===== config.mk =====
export PLATFORM = sky130hd
export DESIGN_NAME = multicycle_ctrl
export DESIGN_NICKNAME = d
export VERILOG_FILES = /design/src/rtl/mctrl_pkg.sv /design/src/rtl/alu_ctrl_dec.sv /design/src/rtl/multicycle_ctrl.sv
export SDC_FILE = /design/constraint.sdc
export NUM_CORES = 1
export LEC_CHECK = 0
export ABC_AREA = 0
export ABC_CLOCK_PERIOD_IN_PS = 3000
export BUFFER_PORTS_ARGS = -buffer_cell sky130_fd_sc_hd__buf_2
export CORE_UTILIZATION = 48
export DETAILED_ROUTE_END_ITERATION = 10
export GPL_ROUTABILITY_DRIVEN = 0
export PLACE_DENSITY = 0.82
export SYNTH_ARGS = -nofsm -noshare
export SYNTH_HDL_FRONTEND = slang
export SYNTH_SLANG_ARGS = --single-unit
export TNS_END_PERCENT = 100

===== constraint.sdc =====
create_clock -name clk -period 3 [get_ports clk]
set_input_delay 0 -clock clk [delete_from_list [all_inputs] [get_ports clk]]
set_output_delay 0 -clock clk [all_outputs]
set_load 0.005 [all_outputs]

===== src/rtl/mctrl_pkg.sv =====
// Shared encodings for the multicycle RV32I control unit: FSM states,
// opcodes, ALU operation codes and the latched instruction fields.
package mctrl_pkg;

  typedef enum logic [2:0] {
    S_IF   = 3'b000,
    S_ID   = 3'b001,
    S_EX   = 3'b010,
    S_MEM  = 3'b011,
    S_WB   = 3'b100,
    S_TRAP = 3'b111
  } state_e;

  localparam logic [6:0] OPC_LOAD   = 7'b0000011;
  localparam logic [6:0] OPC_STORE  = 7'b0100011;
  localparam logic [6:0] OPC_BRANCH = 7'b1100011;
  localparam logic [6:0] OPC_OP     = 7'b0110011;
  localparam logic [6:0] OPC_OP_IMM = 7'b0010011;

  localparam logic [6:0] F7_BASE = 7'b0000000;
  localparam logic [6:0] F7_ALT  = 7'b0100000;

  typedef enum logic [3:0] {
    ALU_AND = 4'b0000,
    ALU_OR  = 4'b0001,
    ALU_ADD = 4'b0010,
    ALU_SLT = 4'b0100,
    ALU_XOR = 4'b0101,
    ALU_SUB = 4'b0110,
    ALU_SRL = 4'b1000,
    ALU_SLL = 4'b1001,
    ALU_SRA = 4'b1010,
    ALU_INV = 4'b1111
  } alu_op_e;

  typedef struct packed {
    logic [6:0] funct7;
    logic [2:0] funct3;
    logic [6:0] opcode;
  } ir_fields_t;

  // funct3 mapping shared by OP and OP_IMM; alt selects SUB/SRA
  function automatic alu_op_e f3_to_op(input logic [2:0] f3, input logic alt);
    alu_op_e op;
    case (f3)
      3'b000:  op = alt ? ALU_SUB : ALU_ADD;
      3'b001:  op = ALU_SLL;
      3'b010:  op = ALU_SLT;
      3'b100:  op = ALU_XOR;
      3'b101:  op = alt ? ALU_SRA : ALU_SRL;
      3'b110:  op = ALU_OR;
      3'b111:  op = ALU_AND;
      default: op = ALU_INV;
    endcase
    return op;
  endfunction

endpackage


===== src/rtl/alu_ctrl_dec.sv =====
// Combinational decode of latched opcode/funct3/funct7 into an ALU op code
// and a valid flag covering the supported RV32I subset.
module alu_ctrl_dec
  import mctrl_pkg::*;
(
  input  ir_fields_t fields_i,
  output alu_op_e    alu_ctrl_o,
  output logic       valid_o
);

  logic [2:0] f3;
  logic [6:0] f7;
  assign f3 = fields_i.funct3;
  assign f7 = fields_i.funct7;

  always_comb begin
    valid_o = 1'b0;
    case (fields_i.opcode)
      OPC_LOAD:   valid_o = f3 inside {3'b000, 3'b001, 3'b010, 3'b100, 3'b101};
      OPC_STORE:  valid_o = f3 inside {3'b000, 3'b001, 3'b010};
      OPC_BRANCH: valid_o = f3 inside {3'b000, 3'b001, 3'b100, 3'b101};
      OPC_OP:     valid_o = (f7 == F7_BASE && f3 != 3'b011) ||
                            (f7 == F7_ALT && (f3 == 3'b000 || f3 == 3'b101));
      // Immediate forms: only the shifts constrain funct7
      OPC_OP_IMM: begin
        case (f3)
          3'b001:  valid_o = (f7 == F7_BASE);
          3'b101:  valid_o = (f7 == F7_BASE) || (f7 == F7_ALT);
          3'b011:  valid_o = 1'b0;
          default: valid_o = 1'b1;
        endcase
      end
      default:    valid_o = 1'b0;
    endcase
  end

  always_comb begin
    alu_ctrl_o = ALU_INV;
    if (valid_o) begin
      case (fields_i.opcode)
        OPC_LOAD, OPC_STORE: alu_ctrl_o = ALU_ADD;
        OPC_BRANCH:          alu_ctrl_o = ALU_SUB;
        OPC_OP:              alu_ctrl_o = f3_to_op(f3, f7[5]);
        OPC_OP_IMM:          alu_ctrl_o = f3_to_op(f3, (f3 == 3'b101) && f7[5]);
        default:             alu_ctrl_o = ALU_INV;
      endcase
    end
  end

endmodule


===== src/rtl/multicycle_ctrl.sv =====
// Multicycle IF/ID/EX/MEM/WB controller with memory wait watchdog and sticky
// trap. Define MCTRL_PERF_EN to build the retired-instruction counter.
module multicycle_ctrl
  import mctrl_pkg::*;
#(
  parameter int WAIT_LIMIT = 15,
  parameter int CNT_W      = 32
) (
  input  logic             clk,
  input  logic             rst,
  input  logic [31:0]      instr,
  input  logic             iReady,
  input  logic             dReady,
  input  logic             Zero,
  input  logic             Lt,
  output logic             IRWrite,
  output logic             iReq,
  output logic             ALUSrc,
  output logic [3:0]       ALUCtrl,
  output logic             MemRead,
  output logic             MemWrite,
  output logic             MemToReg,
  output logic             RegWrite,
  output logic             loadPC,
  output logic             PCSrc,
  output logic [2:0]       state,
  output logic             trap,
  output logic             busErr,
  output logic             illegal,
  output logic [CNT_W-1:0] retired
);

  localparam logic [7:0] LIMIT = 8'(WAIT_LIMIT);

  state_e     state_q, state_d;
  ir_fields_t fld_q, fld_d;
  logic [7:0] wait_q, wait_d, wait_inc;
  logic       trap_q, trap_d, bus_q, bus_d, ill_q, ill_d;
  alu_op_e    dec_op;
  logic       dec_valid;
  logic       is_load, is_store, is_branch, taken;

  // Register/immediate fields never reach the controller
  logic unused_instr;
  assign unused_instr = ^{instr[24:15], instr[11:7]};

  alu_ctrl_dec u_dec (
    .fields_i  (fld_q),
    .alu_ctrl_o(dec_op),
    .valid_o   (dec_valid)
  );

  assign is_load   = (fld_q.opcode == OPC_LOAD);
  assign is_store  = (fld_q.opcode == OPC_STORE);
  assign is_branch = (fld_q.opcode == OPC_BRANCH);
  assign wait_inc  = wait_q + 8'd1;

  always_comb begin
    case (fld_q.funct3)
      3'b000:  taken = Zero;
      3'b001:  taken = !Zero;
      3'b100:  taken = Lt;
      3'b101:  taken = !Lt;
      default: taken = 1'b0;
    endcase
  end

  always_comb begin
    state_d  = state_q;
    fld_d    = fld_q;
    wait_d   = wait_q;
    trap_d   = trap_q;
    bus_d    = bus_q;
    ill_d    = ill_q;
    iReq     = 1'b0;
    IRWrite  = 1'b0;
    MemRead  = 1'b0;
    MemWrite = 1'b0;
    MemToReg = 1'b0;
    RegWrite = 1'b0;
    loadPC   = 1'b0;
    PCSrc    = 1'b0;
    case (state_q)
      // Fetch is held off while reset is asserted so iReq starts after release
      S_IF: if (rst) begin
        iReq = 1'b1;
        if (iReady) begin
          IRWrite      = 1'b1;
          fld_d.opcode = instr[6:0];
          fld_d.funct3 = instr[14:12];
          fld_d.funct7 = instr[31:25];
          state_d      = S_ID;
        end else if (wait_inc == LIMIT) begin
          state_d = S_TRAP;
          bus_d   = 1'b1;
        end else begin
          wait_d = wait_inc;
        end
      end
      S_ID: begin
        if (!dec_valid) begin
          state_d = S_TRAP;
          ill_d   = 1'b1;
        end else begin
          state_d = S_EX;
        end
      end
      S_EX: begin
        if (is_branch) begin
          loadPC  = 1'b1;
          PCSrc   = taken;
          state_d = S_IF;
        end else if (is_load || is_store) begin
          state_d = S_MEM;
        end else begin
          state_d = S_WB;
        end
      end
      S_MEM: begin
        MemRead  = is_load;
        MemWrite = is_store;
        if (dReady) begin
          if (is_load) begin
            state_d = S_WB;
          end else begin
            loadPC  = 1'b1;
            state_d = S_IF;
          end
        end else if (wait_inc == LIMIT) begin
          state_d = S_TRAP;
          bus_d   = 1'b1;
        end else begin
          wait_d = wait_inc;
        end
      end
      S_WB: begin
        RegWrite = 1'b1;
        MemToReg = is_load;
        loadPC   = 1'b1;
        state_d  = S_IF;
      end
      S_TRAP:  state_d = S_TRAP;
      default: state_d = S_IF;
    endcase
    if (state_d != state_q) wait_d = '0;
    if (state_d == S_TRAP) trap_d = 1'b1;
  end

  always_ff @(posedge clk or negedge rst) begin
    if (!rst) begin
      state_q <= S_IF;
      fld_q   <= '0;
      wait_q  <= '0;
      trap_q  <= 1'b0;
      bus_q   <= 1'b0;
      ill_q   <= 1'b0;
    end else begin
      state_q <= state_d;
      fld_q   <= fld_d;
      wait_q  <= wait_d;
      trap_q  <= trap_d;
      bus_q   <= bus_d;
      ill_q   <= ill_d;
    end
  end

  assign state   = state_q;
  assign ALUCtrl = dec_op;
  assign ALUSrc  = (state_q != S_TRAP) &&
                   (is_load || is_store || fld_q.opcode == OPC_OP_IMM);
  assign trap    = trap_q;
  assign busErr  = bus_q;
  assign illegal = ill_q;

`ifdef MCTRL_PERF_EN
  logic [CNT_W-1:0] ret_q;
  always_ff @(posedge clk or negedge rst) begin
    if (!rst)        ret_q <= '0;
    else if (loadPC) ret_q <= ret_q + CNT_W'(1);
  end
  assign retired = ret_q;
`else
  assign retired = '0;
`endif

endmodule

==> summary.md <==
The net total in the final layout was 322; the number of cells traversed by the worst hold path was 4. The tools report the count of endpoints failing setup in the final report as 0. The starting utilization of the core area came out at 51.8%.

The die covers 4740 um2. The sum of internal, switching and leakage power is 1.87 mW, and the maximum fanout along the worst path is 12. For the I/O pin count, the log shows 89.

The worst-case clock skew is 0.00811 ns. The cell taking the most area after synthesis is sky130_fd_sc_hd__dfrtp_1. Counting distinct cell types in the post-synthesis netlist gives 56. The mapped netlist covers 2150 um2.

The first-pass GRT wire length is 7350 um, and the total of buffers placed on input and output ports is 41. The adder-cell share of the synthesized area works out to 1.17%. The final hold slack was 0.200 ns. The run gives 3110 um as the detailed placer's ending HPWL. The share of cell area taken by muxes after synthesis works out to 9.85%. Across the run, the number of max-cap violations was 0. The area used by multi-input combinational logic is 1170 um2, and the total of warnings raised by yosys is 0. For the number of antenna violations at the first check in global routing, the log shows 0. The first-iteration detailed-routing DRC count is 100, and the post-synthesis compound-gate area fraction is 12.1%. The static power due to leakage is 1.15 nW, and the number of pins exceeding their max-slew limit in the final report is 0.

The mean number of vias per cell is 5.38, and the clock tree buffer depth is 2. The number of cells on the worst reg-to-reg path was 5. Counting both buffers and inverters, the worst setup path holds a total of 0.

The final critical-path share of the clock period was 85.1%; the setup slack after layout was 0.447 ns. Relative to the synthesized area, the layout overhead comes to 18.1%. Setup repair after global routing left no endpoint under its margin.

Data arrives at the worst endpoint at 2.71 ns. Including well taps, the total number of placed cells is 307. The number of global-route vias before repair was 1541. The tools report the number of diodes added for antenna fixing as 0. The tools report the number of vias after detailed routing as 1791.

Standard cell with the maximum stage delay on the critical path: sky130_fd_sc_hd__or4b_2. Traced cell by cell, the critical path runs through nand4bb_1, nor3b_1, nand4_1, and4_1, or4b_2. After detailed routing, the number of remaining DRC violations is 0.

The internal reg-to-reg setup slack came out at 0.45 ns. In this run the critical register-to-register path is captured at trap. Global routing used 21.5% of the available tracks.

In this run the most critical hold path is launched from dReady. The tools report the capture endpoint of the worst hold path as state[1]. After detailed routing, the total wire length is 4750 um. The required arrival time at the worst endpoint is 3.15 ns.

VDD sags by at most 0.425 mV. From bottom edge to top edge, the die measures 68.9 um. Of the total synthesized cell area, the portion taken by XOR and XNOR cells is 2.86%. The clock edge transition at the registers on the reported setup and hold paths came out at 0.07 ns. The combinational family with the most area after synthesis is simple AND/OR/NAND/NOR gates. The routed wire length per instance is 14.3 um, and the areal power density over the cells is 739 nW/um2. Measured along the x axis, the die boundary spans 68.9 um.

The worst slew slack as a fraction of its limit was 45.3%. STA classifies the critical path endpoint as a register. The tools report the launch point of the worst reg-to-reg path as fld_q[2].

Of all flip-flops after synthesis, the portion carrying an async set or reset was 100%. Cells with a size suffix above 1 make up 27.2% of the layout. Number of enable-type register cells in the synthesized netlist: 0.

Remaining global-route overflow: 0. The maximum operating frequency was 0.392 GHz. The tools report the kind of launch point of the worst setup path as a register.

The flow ran to the end, and the final reports show no timing, DRC or antenna violations. The core outline area was 4140 um2. The worst path in the final design needs a cycle of 2.55 ns, including I/O delays and setup.

The non-filler instance count after layout was 333; the area taken by flip-flops and latches was 776 um2. The run gives 0 as the post-CTS setup buffer count. For the pin with the worst max-slew slack, the measured transition is 0.820 ns.

The count of nets left with antenna violations once routing finished came out at 0. Flop and latch count out of synthesis: 31. The commonest cells after synthesis are 32 x sky130_fd_sc_hd__buf_4, 31 x sky130_fd_sc_hd__dfrtp_1, 17 x sky130_fd_sc_hd__mux2_2, 16 x sky130_fd_sc_hd__nand2_1. The first TritonRoute pass finished after 4 iterations.

The total number of H-tree levels was 2. Sequential elements use 36.2% of the synthesized area. The filler cells instantiated in the layout total 340.

Classification of the worst setup path: register to register. The final-report hold violation count was 0. The tools report the cell at the root of the clock tree as sky130_fd_sc_hd__clkbuf_8.

TritonCTS built the clock tree. Row generation in the floorplan step produced 23 rows. Clock sink total: 31. Yosys instantiated no cell more often than sky130_fd_sc_hd__buf_4. Each instance of the synthesized netlist takes up on average 9.45 um2.

The logs give 0.29 ns for the insertion delay to the later sink of the worst-skew pair and 227 for the gate count of the mapped netlist. The largest stage delay on the critical path works out to 0.67 ns. Of the total synthesized cell area, the portion taken by AND, OR, NAND and NOR gates is 23.1%. Counting the buffers created by CTS gives 5.

On the critical path the largest part of the delay comes from simple AND/OR/NAND/NOR gates. The path class of the tightest hold or removal check is input pin to register. Entering global routing, the biggest net connects 36 pins.

The run gives 0 ns as the sum of negative setup slack. The top-area cell type share of the netlist area came out at 36.2%. The dominant synthesized flop cell was sky130_fd_sc_hd__dfrtp_1. Prior to clock tree synthesis, the placed netlist has a worst setup slack of 0.499 ns. By area the synthesized netlist is led by sky130_fd_sc_hd__dfrtp_1 36%, sky130_fd_sc_hd__buf_4 11%, sky130_fd_sc_hd__mux2_2 8.9%.
==> per-layer routing <==
layer  share of wire, %  GRT usage (%)
met5                  0              0
met4                2.0           9.44
met3                5.7           4.28
met2                 48           33.4
met1                 44           29.0
==> cells by family after synthesis <==
kind of cell,after synthesis
flip-flops,31
XOR/XNOR,7
multiplexers,19
other,1
adder cells (fa/ha/maj),2
buffers and inverters,49
AO/OA/AOI/OAI,34
AND/OR/NAND/NOR,84
==> tightest hold or removal path, delay by kind of cell <==
kind	cells	cell delay [ns]
compound gates	2	0.26
buf+inv	2	0.18
==> layout by cell type, fill, tap and decap left out, drive strengths merged, types with 2 or more instances in the layout <==
cell type / Yosys / routed
o21ai: 6 / 6
o211ai: 3 / 3
nor3b: 2 / 2
nor4b: 2 / 2
or2: 3 / 3
ha: 2 / 2
nand4: 4 / 4
a21o: 2 / 2
and3: 2 / 2
and2: 2 / 2
or4b: 2 / 2
nand2: 16 / 16
clkbuf: 10 / 7
buf: 34 / 43
inv: 5 / 5
nor3: 7 / 7
a21oi: 4 / 4
nand2b: 3 / 3
xor2: 6 / 6
dfrtp: 31 / 31
o32ai: 2 / 2
a2111oi: 3 / 3
o22a: 2 / 2
nor2: 10 / 10
or4: 3 / 3
nor2b: 8 / 8
conb: 1 / 32
dlygate4sd3: 0 / 18
mux2i: 2 / 2
nor4: 7 / 7
mux2: 17 / 17
a31oi: 3 / 3
nand3: 6 / 6
==> power breakdown <==
part / internal, mW / leakage [nW] / switching [mW]
Sequential: 0.556 / 0.384 / 0.212
Clock: 0.208 / 0.0505 / 0.160
Combinational: 0.368 / 0.718 / 0.368
==> worst max path at each step <==
stage | startpoint | endpoint | slack (ns) | cells past startpoint
5_1_grt | fld_q[11] | trap | 0.31 | 5
3_3_place_gp | fld_q[11] | trap | 0.52 | 5
6_report | fld_q[2] | trap | 0.45 | 5
2_1_floorplan | state[1] | wait_q[5] | 0.68 | 6
3_5_place_dp | fld_q[2] | trap | 0.50 | 5
4_1_cts | fld_q[11] | trap | 0.44 | 5
==> repair_timing <==
item	in CTS	in global routing
hold buffers	18	0
resized for setup	0	0
setup endpoints to repair	0	0
endpoints found under the hold margin	48	0
==> sequential cells by signal (all words and copies together) (netlist names) <==
| signal | count |
|---|---|
| state | 3 |
| illegal | 1 |
| busErr | 1 |
| trap | 1 |
| wait_q | 8 |
| fld_q | 17 |
==> cell type report <==
class	count	area share [%]
inverters	5	0.740
well taps	50	2.47
clock inverters	1	0.296
repair buffers	61	15.8
clock buffers	7	3.80
flip-flops and latches	31	30.6
multi-input cells	178	46.3
==> per-stage QoR <==
step	cell area [um2]	utilization [%]
after floorplan	2260	-
after global placement	2250	54.3
after detailed placement	2250	54.3
after CTS	2530	61.2
after global routing	2530	61.2
final	2530	61.2
No activity file was read; power rests on OpenSTA's default activity.
